## src/rtl/homo_stream_ctrl_pkg.sv

```systemverilog
// homo_stream_ctrl_pkg
// Shared configuration for the homomorphic envelogram datapath
// (log -> Butterworth LP -> exp) and its stream sequencer.
// Contents:
//   - stage counts of the log, filter and exp blocks, and the total datapath
//     latency derived from them
//   - fixed-point format and the fixed-point ONE (ln(ONE) = 0), which is the
//     word driven into the datapath when no sample is issued
//   - state encoding of the stream sequencer FSM
package homo_stream_ctrl_pkg;

  localparam int LOG_N_STAGES = 6;
  localparam int FILT_LATENCY = 4;
  localparam int EXP_N_STAGES = 6;

  // Cycles from the datapath sampling its input to the matching output.
  localparam int DP_PIPE_LATENCY = LOG_N_STAGES + FILT_LATENCY + EXP_N_STAGES;

  localparam int          FX_FRAC_BITS = 12;
  localparam logic [31:0] FX_ONE       = 32'(1) << FX_FRAC_BITS;

  typedef enum logic [1:0] {
    ST_IDLE  = 2'd0,
    ST_RUN   = 2'd1,
    ST_DRAIN = 2'd2,
    ST_DONE  = 2'd3
  } stream_state_t;

endpackage

```

## src/rtl/homo_result_fifo.sv

```systemverilog
// homo_result_fifo
// First-word fall-through result buffer. The head entry is always visible on
// o_data; o_count reports occupancy. The owner guarantees no push when full.
// Ports:
//   i_clk    clock
//   i_rst_n  synchronous active-low reset (clears pointers and count)
//   i_push   write i_data this cycle
//   i_data   write data
//   i_pop    consume the head entry (ignored when empty)
//   o_data   head entry (stale when empty)
//   o_count  number of stored entries, 0..DEPTH
module homo_result_fifo #(
  parameter int DEPTH = 8,
  parameter int WIDTH = 32
) (
  input  logic                     i_clk,
  input  logic                     i_rst_n,
  input  logic                     i_push,
  input  logic [WIDTH-1:0]         i_data,
  input  logic                     i_pop,
  output logic [WIDTH-1:0]         o_data,
  output logic [$clog2(DEPTH):0]   o_count
);

  localparam int AW = $clog2(DEPTH);
  localparam int CW = AW + 1;

  logic [WIDTH-1:0] r_mem [DEPTH];
  logic [AW-1:0]    r_wr_ptr;
  logic [AW-1:0]    r_rd_ptr;
  logic [CW-1:0]    r_count;
  logic             w_pop;

  assign w_pop = i_pop && (r_count != '0);

  always_ff @(posedge i_clk) begin
    if (!i_rst_n) begin
      r_wr_ptr <= '0;
      r_rd_ptr <= '0;
      r_count  <= '0;
    end else begin
      if (i_push) r_wr_ptr <= r_wr_ptr + AW'(1);
      if (w_pop)  r_rd_ptr <= r_rd_ptr + AW'(1);
      case ({i_push, w_pop})
        2'b10:   r_count <= r_count + CW'(1);
        2'b01:   r_count <= r_count - CW'(1);
        default: r_count <= r_count;
      endcase
    end
  end

  // Storage is not reset; only valid entries are ever presented.
  always_ff @(posedge i_clk) begin
    if (i_push) r_mem[r_wr_ptr] <= i_data;
  end

  assign o_data  = r_mem[r_rd_ptr];
  assign o_count = r_count;

  a_count_bound : assert property (@(posedge i_clk) disable iff (!i_rst_n)
    r_count <= CW'(DEPTH));

  a_no_overflow : assert property (@(posedge i_clk) disable iff (!i_rst_n)
    !(i_push && !w_pop && (r_count == CW'(DEPTH))));

endmodule

```

## src/rtl/homo_stream_ctrl.sv

```systemverilog
// homo_stream_ctrl
// Frame sequencer for the homomorphic envelogram datapath. Accepts samples over
// valid/ready, issues them into the fixed-latency non-stallable datapath,
// tracks them with a tag pipe and buffers results in a FWFT FIFO. Issue is
// gated by credits so a result always has a FIFO slot when it comes out.
// Ports:
//   CLK, RST              clock, synchronous active-low reset
//   start, frame_len      start a frame of frame_len samples (IDLE/DONE only)
//   busy, done            frame in progress / frame complete
//   in_data/valid/ready   sample input stream
//   dp_data               datapath input (IDLE_WORD when nothing issued)
//   dp_we, dp_out         datapath output valid and data
//   out_data/valid/ready  result output stream (FIFO head)
//   sync_err              sticky: tag exited without dp_we
module homo_stream_ctrl
  import homo_stream_ctrl_pkg::*;
#(
  parameter int          PIPE_LATENCY = DP_PIPE_LATENCY,
  parameter int          FIFO_DEPTH   = 8,
  parameter int          LEN_W        = 16,
  parameter logic [31:0] IDLE_WORD    = FX_ONE
) (
  input  logic             CLK,
  input  logic             RST,
  input  logic             start,
  input  logic [LEN_W-1:0] frame_len,
  output logic             busy,
  output logic             done,
  input  logic [31:0]      in_data,
  input  logic             in_valid,
  output logic             in_ready,
  output logic [31:0]      dp_data,
  input  logic             dp_we,
  input  logic [31:0]      dp_out,
  output logic [31:0]      out_data,
  output logic             out_valid,
  input  logic             out_ready,
  output logic             sync_err
);

  localparam int CW   = $clog2(FIFO_DEPTH) + 1;
  // Tag stage 0 travels with the registered dp_data word; the remaining
  // PIPE_LATENCY stages mirror the datapath, so the last stage lines up with
  // the matching dp_out.
  localparam int TAGS = PIPE_LATENCY + 1;
  localparam int IW   = $clog2(TAGS + 1);
  localparam int UW   = $clog2(FIFO_DEPTH + TAGS + 1) + 1;

  stream_state_t    r_state;
  stream_state_t    w_state_next;
  logic [LEN_W-1:0] r_remaining;
  logic [TAGS-1:0]  r_tag;
  logic [31:0]      r_dp_data;
  logic             r_sync_err;

  logic [CW-1:0]    w_fifo_count;
  logic [IW-1:0]    w_inflight;
  logic [UW-1:0]    w_used;
  logic             w_credit_ok;
  logic             w_start_ok;
  logic             w_issue;
  logic             w_tag_exit;
  logic             w_pop;
  logic             w_busy;
  logic             w_done;
  logic             w_in_ready;

  assign w_start_ok = start && ((r_state == ST_IDLE) || (r_state == ST_DONE));
  assign w_issue    = in_valid && w_in_ready;
  assign w_tag_exit = r_tag[TAGS-1];
  assign w_pop      = (w_fifo_count != '0) && out_ready;

  // Every set tag already owns a FIFO slot, so issue only while occupancy plus
  // in-flight samples stays below the FIFO depth.
  always_comb begin
    w_inflight = '0;
    for (int i = 0; i < TAGS; i++) begin
      w_inflight = w_inflight + IW'(r_tag[i]);
    end
  end

  assign w_used      = UW'(w_fifo_count) + UW'(w_inflight);
  assign w_credit_ok = w_used < UW'(FIFO_DEPTH);

  // FSM: state register
  always_ff @(posedge CLK) begin
    if (!RST) r_state <= ST_IDLE;
    else      r_state <= w_state_next;
  end

  // FSM: next state
  always_comb begin
    w_state_next = r_state;
    case (r_state)
      ST_IDLE, ST_DONE: begin
        if (start) w_state_next = (frame_len == '0) ? ST_DONE : ST_RUN;
      end
      ST_RUN: begin
        if ((r_remaining == '0) || (w_issue && (r_remaining == LEN_W'(1))))
          w_state_next = ST_DRAIN;
      end
      ST_DRAIN: begin
        if ((r_tag == '0) && (w_fifo_count == '0)) w_state_next = ST_DONE;
      end
      default: w_state_next = ST_IDLE;
    endcase
  end

  // FSM: outputs
  always_comb begin
    w_busy     = (r_state == ST_RUN) || (r_state == ST_DRAIN);
    w_done     = (r_state == ST_DONE);
    w_in_ready = (r_state == ST_RUN) && (r_remaining != '0) && w_credit_ok;
  end

  always_ff @(posedge CLK) begin
    if (!RST) begin
      r_remaining <= '0;
      r_tag       <= '0;
      r_dp_data   <= IDLE_WORD;
      r_sync_err  <= 1'b0;
    end else begin
      r_tag     <= {r_tag[TAGS-2:0], w_issue};
      r_dp_data <= w_issue ? in_data : IDLE_WORD;
      if (w_start_ok)
        r_remaining <= frame_len;
      else if (w_issue && (r_remaining != '0))
        r_remaining <= r_remaining - LEN_W'(1);
      if (w_start_ok)
        r_sync_err <= 1'b0;
      else if (w_tag_exit && !dp_we)
        r_sync_err <= 1'b1;
    end
  end

  // Results are pushed on tag exit regardless of dp_we; a missing dp_we is
  // only flagged so the frame still delivers the expected number of results.
  homo_result_fifo #(
    .DEPTH (FIFO_DEPTH),
    .WIDTH (32)
  ) u_fifo (
    .i_clk   (CLK),
    .i_rst_n (RST),
    .i_push  (w_tag_exit),
    .i_data  (dp_out),
    .i_pop   (w_pop),
    .o_data  (out_data),
    .o_count (w_fifo_count)
  );

  assign busy      = w_busy;
  assign done      = w_done;
  assign in_ready  = w_in_ready;
  assign dp_data   = r_dp_data;
  assign out_valid = (w_fifo_count != '0);
  assign sync_err  = r_sync_err;

endmodule
```

## config.mk

```make
export PLATFORM = sky130hd
export DESIGN_NAME = homo_stream_ctrl
export DESIGN_NICKNAME = d
export VERILOG_FILES = /design/src/rtl/homo_stream_ctrl_pkg.sv /design/src/rtl/homo_result_fifo.sv /design/src/rtl/homo_stream_ctrl.sv
export SDC_FILE = /design/constraint.sdc
export NUM_CORES = 1
export LEC_CHECK = 0
export ABC_AREA = 0
export BUFFER_PORTS_ARGS = -buffer_cell sky130_fd_sc_hd__buf_2
export CAP_MARGIN = 25
export CORE_MARGIN = 2
export CORE_UTILIZATION = 45
export CTS_CLUSTER_DIAMETER = 30
export CTS_CLUSTER_SIZE = 20
export DETAILED_ROUTE_END_ITERATION = 16
export GPL_TIMING_DRIVEN = 0
export PLACE_DENSITY = 0.71
export SYNTH_ARGS = -nofsm -noshare
export SYNTH_HDL_FRONTEND = slang
export SYNTH_SLANG_ARGS = --single-unit
```

## constraint.sdc

```tcl
create_clock -name CLK -period 4.4 [get_ports CLK]
set_clock_uncertainty 0.15 [all_clocks]
set_input_delay 0.88 -clock CLK [delete_from_list [all_inputs] [get_ports CLK]]
set_output_delay 0.88 -clock CLK [all_outputs]
set_load 0.03 [all_outputs]
```

* Yosys cells after proc, flatten, opt, wreduce, memory -nomap -nowiden *
Memories as Yosys holds them, arrays and structs flattened. A register that Yosys moved wholly into a read port is not among the register bits.
Index checks and enable logic that the tools add are counted.

operators by class
  $add $sub $neg = 22
  order comparisons = 1
  equality and inequality tests = 9
  multiplexer cells = 12
  bitwise gates (word level) = 1
  reduce and logical (&&, ||, !) cells = 27

operators with widths
  kind                                                        count
  adder 5 x 1 -> 5 bit                                        12
  logical NOT 16 bit                                          2
  2-to-1 mux 16 bit                                           2
  logical NOT 17 bit                                          1
  == test 16 x 1 -> 1 bit, second input constant              1
  nonzero test 16 bit                                         1
  subtractor 16 x 1 -> 16 bit, second input constant          1
  logical AND 1 bit                                           10
  2-to-1 mux 2 bit                                            4
  one-hot mux 4 bit (2 select lines)                          1
  adder 3 x 1 -> 3 bit, second input constant                 2
  adder 4 x 5 -> 6 bit                                        1
  == test 2 bit, second input constant                        3
  less-than comparator 6 x 4 -> 1 bit, second input constant  1
  2-to-1 mux 3 bit                                            2
  inequality test 2 bit, second input constant                3
  one-hot mux 2 bit (3 select lines)                          1
  adder 4 x 1 -> 5 bit                                        1
  adder 3 x 1 -> 4 bit                                        1
  adder 4 x 1 -> 4 bit, second input constant                 1
  == test 2 x 1 -> 1 bit, second input constant               2
  logical NOT 4 bit                                           1
  nonzero test 2 bit                                          2
  nonzero test 4 bit                                          1
  other kinds (11)                                            15

word-level totals
  register bits = 78
  bits in writable memories = 256
  input port bits = 86
  output and inout bits = 69
  word-level logic and storage cells = 81
  memories kept = 1

memories
  memory        words  bits a word  rd ports  clocked after Yosys merged registers in  wr ports  RTL line                RTL
  u_fifo.r_mem  8      32           1         1                                        1         homo_result_fifo.sv:28  logic [WIDTH-1:0] r_mem [DEPTH];

* Logic depth before layout (Yosys ltp) *
  word-level depth = 24
  gate-level depth with buffers = 14
  depth with buffers taken out = 13

* Cells and area by module *
From an unflattened synthesis, not the netlist that was laid out.

unflattened totals
  cell total of the unflattened synthesis = 749
  area, all modules = 13509.2 um^2

modules (own cells, without submodules)
  module            times used  cells an instance  area each (um^2)  sequential area each (um^2)
  homo_result_fifo  1           441                10423.7           7947.6
  homo_stream_ctrl  1           308                3085.5            1361.3

* Worst setup path before layout *
OpenSTA, ideal clock, no wires.

  path kind = register to output
  start = register r_tag[0]
  end = output in_ready
  arrival = 3.678 ns
  data required time = 3.370 ns
  slack = -0.308 ns
  cell stages (with the launch flop) = 12
  buffers on the path = 0
  path through = dfxtp_1 -> fa_1 -> inv_1 -> fa_1 -> fa_1 -> fa_1 -> inv_1 -> fa_1 -> ha_1 -> a31oi_1 -> o211ai_1 -> nor2_1

between the ends
  cells in the longest elaborated chain, start to end = 19

RTL lines
  what                                 RTL line                 RTL
  start: declaration                   homo_stream_ctrl.sv:52   logic [TAGS-1:0] r_tag;
  start signal: assignment             homo_stream_ctrl.sv:123  r_tag <= {r_tag[TAGS-2:0], w_issue};
  adder 1 x 1 -> 2 bit                 homo_stream_ctrl.sv:78   w_inflight = w_inflight + IW'(r_tag[i]);
  adder 2 x 1 -> 3 bit                 homo_stream_ctrl.sv:78
  adder 3 x 1 -> 4 bit                 homo_stream_ctrl.sv:78
  adder 4 x 1 -> 5 bit                 homo_stream_ctrl.sv:78
  adder 5 x 1 -> 5 bit (12 in series)  homo_stream_ctrl.sv:78
  adder 4 x 5 -> 6 bit                 homo_stream_ctrl.sv:82   assign w_used = UW'(w_fifo_count) + UW'(w_inflight);
  less-than comparator 6 x 4 -> 1 bit  homo_stream_ctrl.sv:83   assign w_credit_ok = w_used < UW'(FIFO_DEPTH);
  logical AND 1 bit                    homo_stream_ctrl.sv:113  w_in_ready = (r_state == ST_RUN) && (r_remaining != '0) && w_credit_ok;
  end: declaration                     homo_stream_ctrl.sv:31   output logic in_ready,

Every way passes these cells.

* Final worst setup path *
  start = register r_tag[3]
  end = output in_ready

between the ends
  cells in the longest elaborated chain, start to end = 17

RTL lines
  what                                 RTL line
  adder 3 x 1 -> 4 bit                 homo_stream_ctrl.sv:78
  adder 4 x 1 -> 5 bit                 homo_stream_ctrl.sv:78
  adder 5 x 1 -> 5 bit (12 in series)  homo_stream_ctrl.sv:78
  adder 4 x 5 -> 6 bit                 homo_stream_ctrl.sv:82
  less-than comparator 6 x 4 -> 1 bit  homo_stream_ctrl.sv:83
  logical AND 1 bit                    homo_stream_ctrl.sv:113

Every way passes these cells.

==> results_dict.tcl <==
set metrics [dict create \
    status "finished with violations" \
    violations "negative setup slack" \
    crit_family "adder cells" \
    min_path_cells 1 \
    rows 62 \
    cts-root-buf "clkbuf_16" \
    syn_inst 748 \
    track_usage_pct 19.17 \
    firstDrtPassIters 5 \
    die_area_mm2 0.03083 \
    end_kind "output port" \
    synth_nets 870 \
    synth_top_flop_cell "edfxtp_1" \
    grt_remaining_overflow 0 \
    grt_pass1_vias 8107 \
    reg2reg_from "r_tag[3]" \
    viasPerCell 5.286 \
    drcViolationCount 0 \
    hold_violations 0 \
    rsz0062_at_grt "yes" \
    synthArstFlopShare_pct 0 \
    yosysWarnings 0 \
    die_w_um 175.6 \
    clk_latency_ns 0.58 \
    cpMaxStageDelayCell "fa_1" \
    avgSynthCellArea_um2 17.71 \
    cts_hold_buf 0 \
    synth_seq_area_share_pct 70.26 \
    tritoncts "yes" \
    area_delta_synth_final_pct 32.69 \
    critPathMaxStageDelay_ns 0.54 \
    place_worst_setup_slack_ns -0.4607 \
    finalInstanceArea_mm2 0.01758 \
    p_per_area_mw_per_mm2 536.6 \
    utilization_pct 60.92 \
    reg2reg_setup_slack_ns -0.07 \
    worstSetupPathType "reg -> out" \
    hold_path_startpoint "r_tag[14]" \
    fin_cells 1423 \
    wl_per_cell_um 20.86 \
    cts_buffers 59 \
    design.core.area_mm2 0.02886 \
    maxCapViolCount 0 \
    drive_gt1_share_pct 44.12 \
    finalSetupTns_ns -2.481 \
    critPathMaxFanout 2 \
    period_needed_ns 5.271 \
    io_buffers 154 \
    peakVddDrop_v 0.0003745 \
    setup_violations 34 \
    grt_antenna_before_repair 2 \
    path_clk_slew_ns 0.05 \
    dp_hpwl_um 17770 \
    grt_max_degree 23 \
    required_ns 3.37 \
    cts.sinks 337 \
    cpMostUsedCell "fa_1" \
    synth-edff-count 256 \
    timing.fmax_mhz 189.7 \
    path_depth 13 \
    vias 7522 \
    dp.cells 1299 \
    final.setup.worst_slack_ns -0.8710 \
    placed_area_mm2 0.01478 \
    start_util_pct 45.91 \
    cp_cell_sequence "fa_1 -> inv_2 -> fa_1 -> fa_1 -> fa_1 -> inv_2 -> fa_2 -> ha_4 -> a31oi_4 -> o211ai_1 -> buf_4 -> nor2_4 -> buf_6" \
    place_congestion 0.8320 \
    clockBufferDepth 3 \
    syn-cell-area_mm2 0.01325 \
    die_h_um 175.6 \
    ant_nets 0 \
    timing.rr.end "dp_data[24]" \
    nets 1109 \
    io-pin-count 155 \
    grt_pass1_wl_um 44880 \
    whs_endpoint "r_tag[15]" \
    drtIter0Drc 609 \
    slew-limit-headroom_pct 38.35 \
    period_share_pct 119.8 \
    ys_ff_latch 337 \
    r2r_cells 15 \
    slew_viol_final 0 \
    crit_path_start_kind "flop" \
    htree_levels 2 \
    crit_buf_inv 4 \
    wl_um 29690 \
    yosysUniqueCellTypes 47 \
    cp.arrival_ns 4.24 \
    min_path_type "reg -> reg" \
    leakage_nw 6.331 \
    tightest_slew_ns 0.9198 \
]
-- routing by layer --
| layer | vias to the layer above | GRT usage, % | routed length [µm] |
|---|---|---|---|
| met5 | - | 0 | 7 |
| met4 | 2 | 5.751 | 522 |
| met3 | 45 | 4.502 | 1891 |
| met2 | 290 | 32.96 | 15200 |
| met1 | 3789 | 24.30 | 12060 |
| li1 | 3396 | - | - |
-- timing repair --
action | CTS | global route
endpoints found under the setup margin | 48 | 52
gates resized for setup | 48 | 54
setup buffers | 4 | 4
cloned | 4 | 1
pin swaps | 20 | 36
-- how the worst max path moves through the flow --
stage / start / to / slack [ns]
after global routing: r_tag[3] / in_ready / -0.99
after global placement: r_tag[16] / u_fifo.r_mem[4][19] / -1.60
after floorplan: r_tag[0] / in_ready / -0.13
after CTS: r_tag[9] / in_ready / -0.90
final: r_tag[3] / in_ready / -0.87
after detailed placement: r_tag[0] / in_ready / -0.46
-- synth_stat cells, drive strengths merged (2+ instances only) --
| cell | instances | area, µm² |
|---|---|---|
| or3 | 2 | 12.51 |
| a21oi | 16 | 80.08 |
| nand2b | 6 | 37.54 |
| a21boi | 2 | 15.01 |
| edfxtp | 256 | 7687 |
| and2 | 25 | 156.4 |
| nor4 | 15 | 108.9 |
| nand3b | 2 | 15.01 |
| ha | 23 | 287.8 |
| xnor2 | 19 | 166.4 |
| nor2 | 17 | 66.32 |
| clkbuf | 27 | 101.4 |
| mux4 | 64 | 1441 |
| xor2 | 2 | 17.52 |
| mux2 | 33 | 375.4 |
| or4 | 7 | 56.30 |
| buf | 8 | 38.78 |
| nor4b | 3 | 26.28 |
| mux2i | 3 | 30.03 |
| nand3 | 3 | 15.01 |
| nand2 | 18 | 67.56 |
| o21ai | 20 | 100.1 |
| o211ai | 2 | 15.01 |
| inv | 30 | 112.6 |
| fa | 13 | 260.3 |
| a31oi | 2 | 12.51 |
| nor3 | 6 | 30.03 |
| dfxtp | 81 | 1622 |
| and3 | 31 | 193.9 |
-- through the flow --
step | hold WS, ns | power [mW]
floorplan | 0.2937 | 4.140
finish | 0.3294 | 9.433
global route | 0.3281 | 9.741
detailed placement | 0.3126 | 4.362
global placement | 0.3001 | 4.349
CTS | 0.3197 | 9.315
-- layout make-up --
| type | instances | area (µm²) |
|---|---|---|
| fillers | 2045 | 11280 |
| flip-flops and latches | 337 | 9318 |
| multi-input cells | 346 | 4145 |
| clock buffers | 71 | 1593 |
| repair buffers | 180 | 1171 |
| clock inverters | 41 | 590.6 |
| well taps | 384 | 480.5 |
| plain buffers | 33 | 166.4 |
| inverters | 30 | 112.6 |
| diodes | 1 | 2.502 |
-- power by group --
part | internal [mW] | total [mW] | switching [mW]
combinational | 0.427 | 1.01 | 0.581
sequential | 3.51 | 3.61 | 0.0965
clock | 3.24 | 4.82 | 1.57
-- kinds of logic after synthesis --
| kind of cell | count (synthesis) | share of synthesized area [%] |
|---|---|---|
| flops | 337 | 70.26 |
| xor+xnor | 21 | 1.388 |
| buf+inv | 65 | 1.908 |
| simple gates | 141 | 6.299 |
| mux | 100 | 13.94 |
| compound gates | 48 | 2.068 |
| fa+ha+maj | 36 | 4.136 |
-- layout by cell type (no fill, tap or decap), drive strengths merged, types with 6 or more instances in the layout --
cell type,n
dfxtp,81
or4,7
ha,23
nor2,17
inv,36
a21oi,16
clkbuf,95
edfxtp,256
nor4,15
o21ai,20
and2,25
buf,189
xnor2,19
clkinv,19
nand2,18
mux4,64
fa,13
mux2,33
nand2b,6
nor3,6
and3,31
bufinv,11
-- sequential cells by signal (all words and copies together) (netlist names), named ones only --
signal           count
r_state              2
u_fifo.o_count       4
r_remaining         16
u_fifo.r_mem       256
u_fifo.r_wr_ptr      3
dp_data             32
u_fifo.r_rd_ptr      3
r_tag               17
sync_err             1
(Power assumes the default switching activity.)
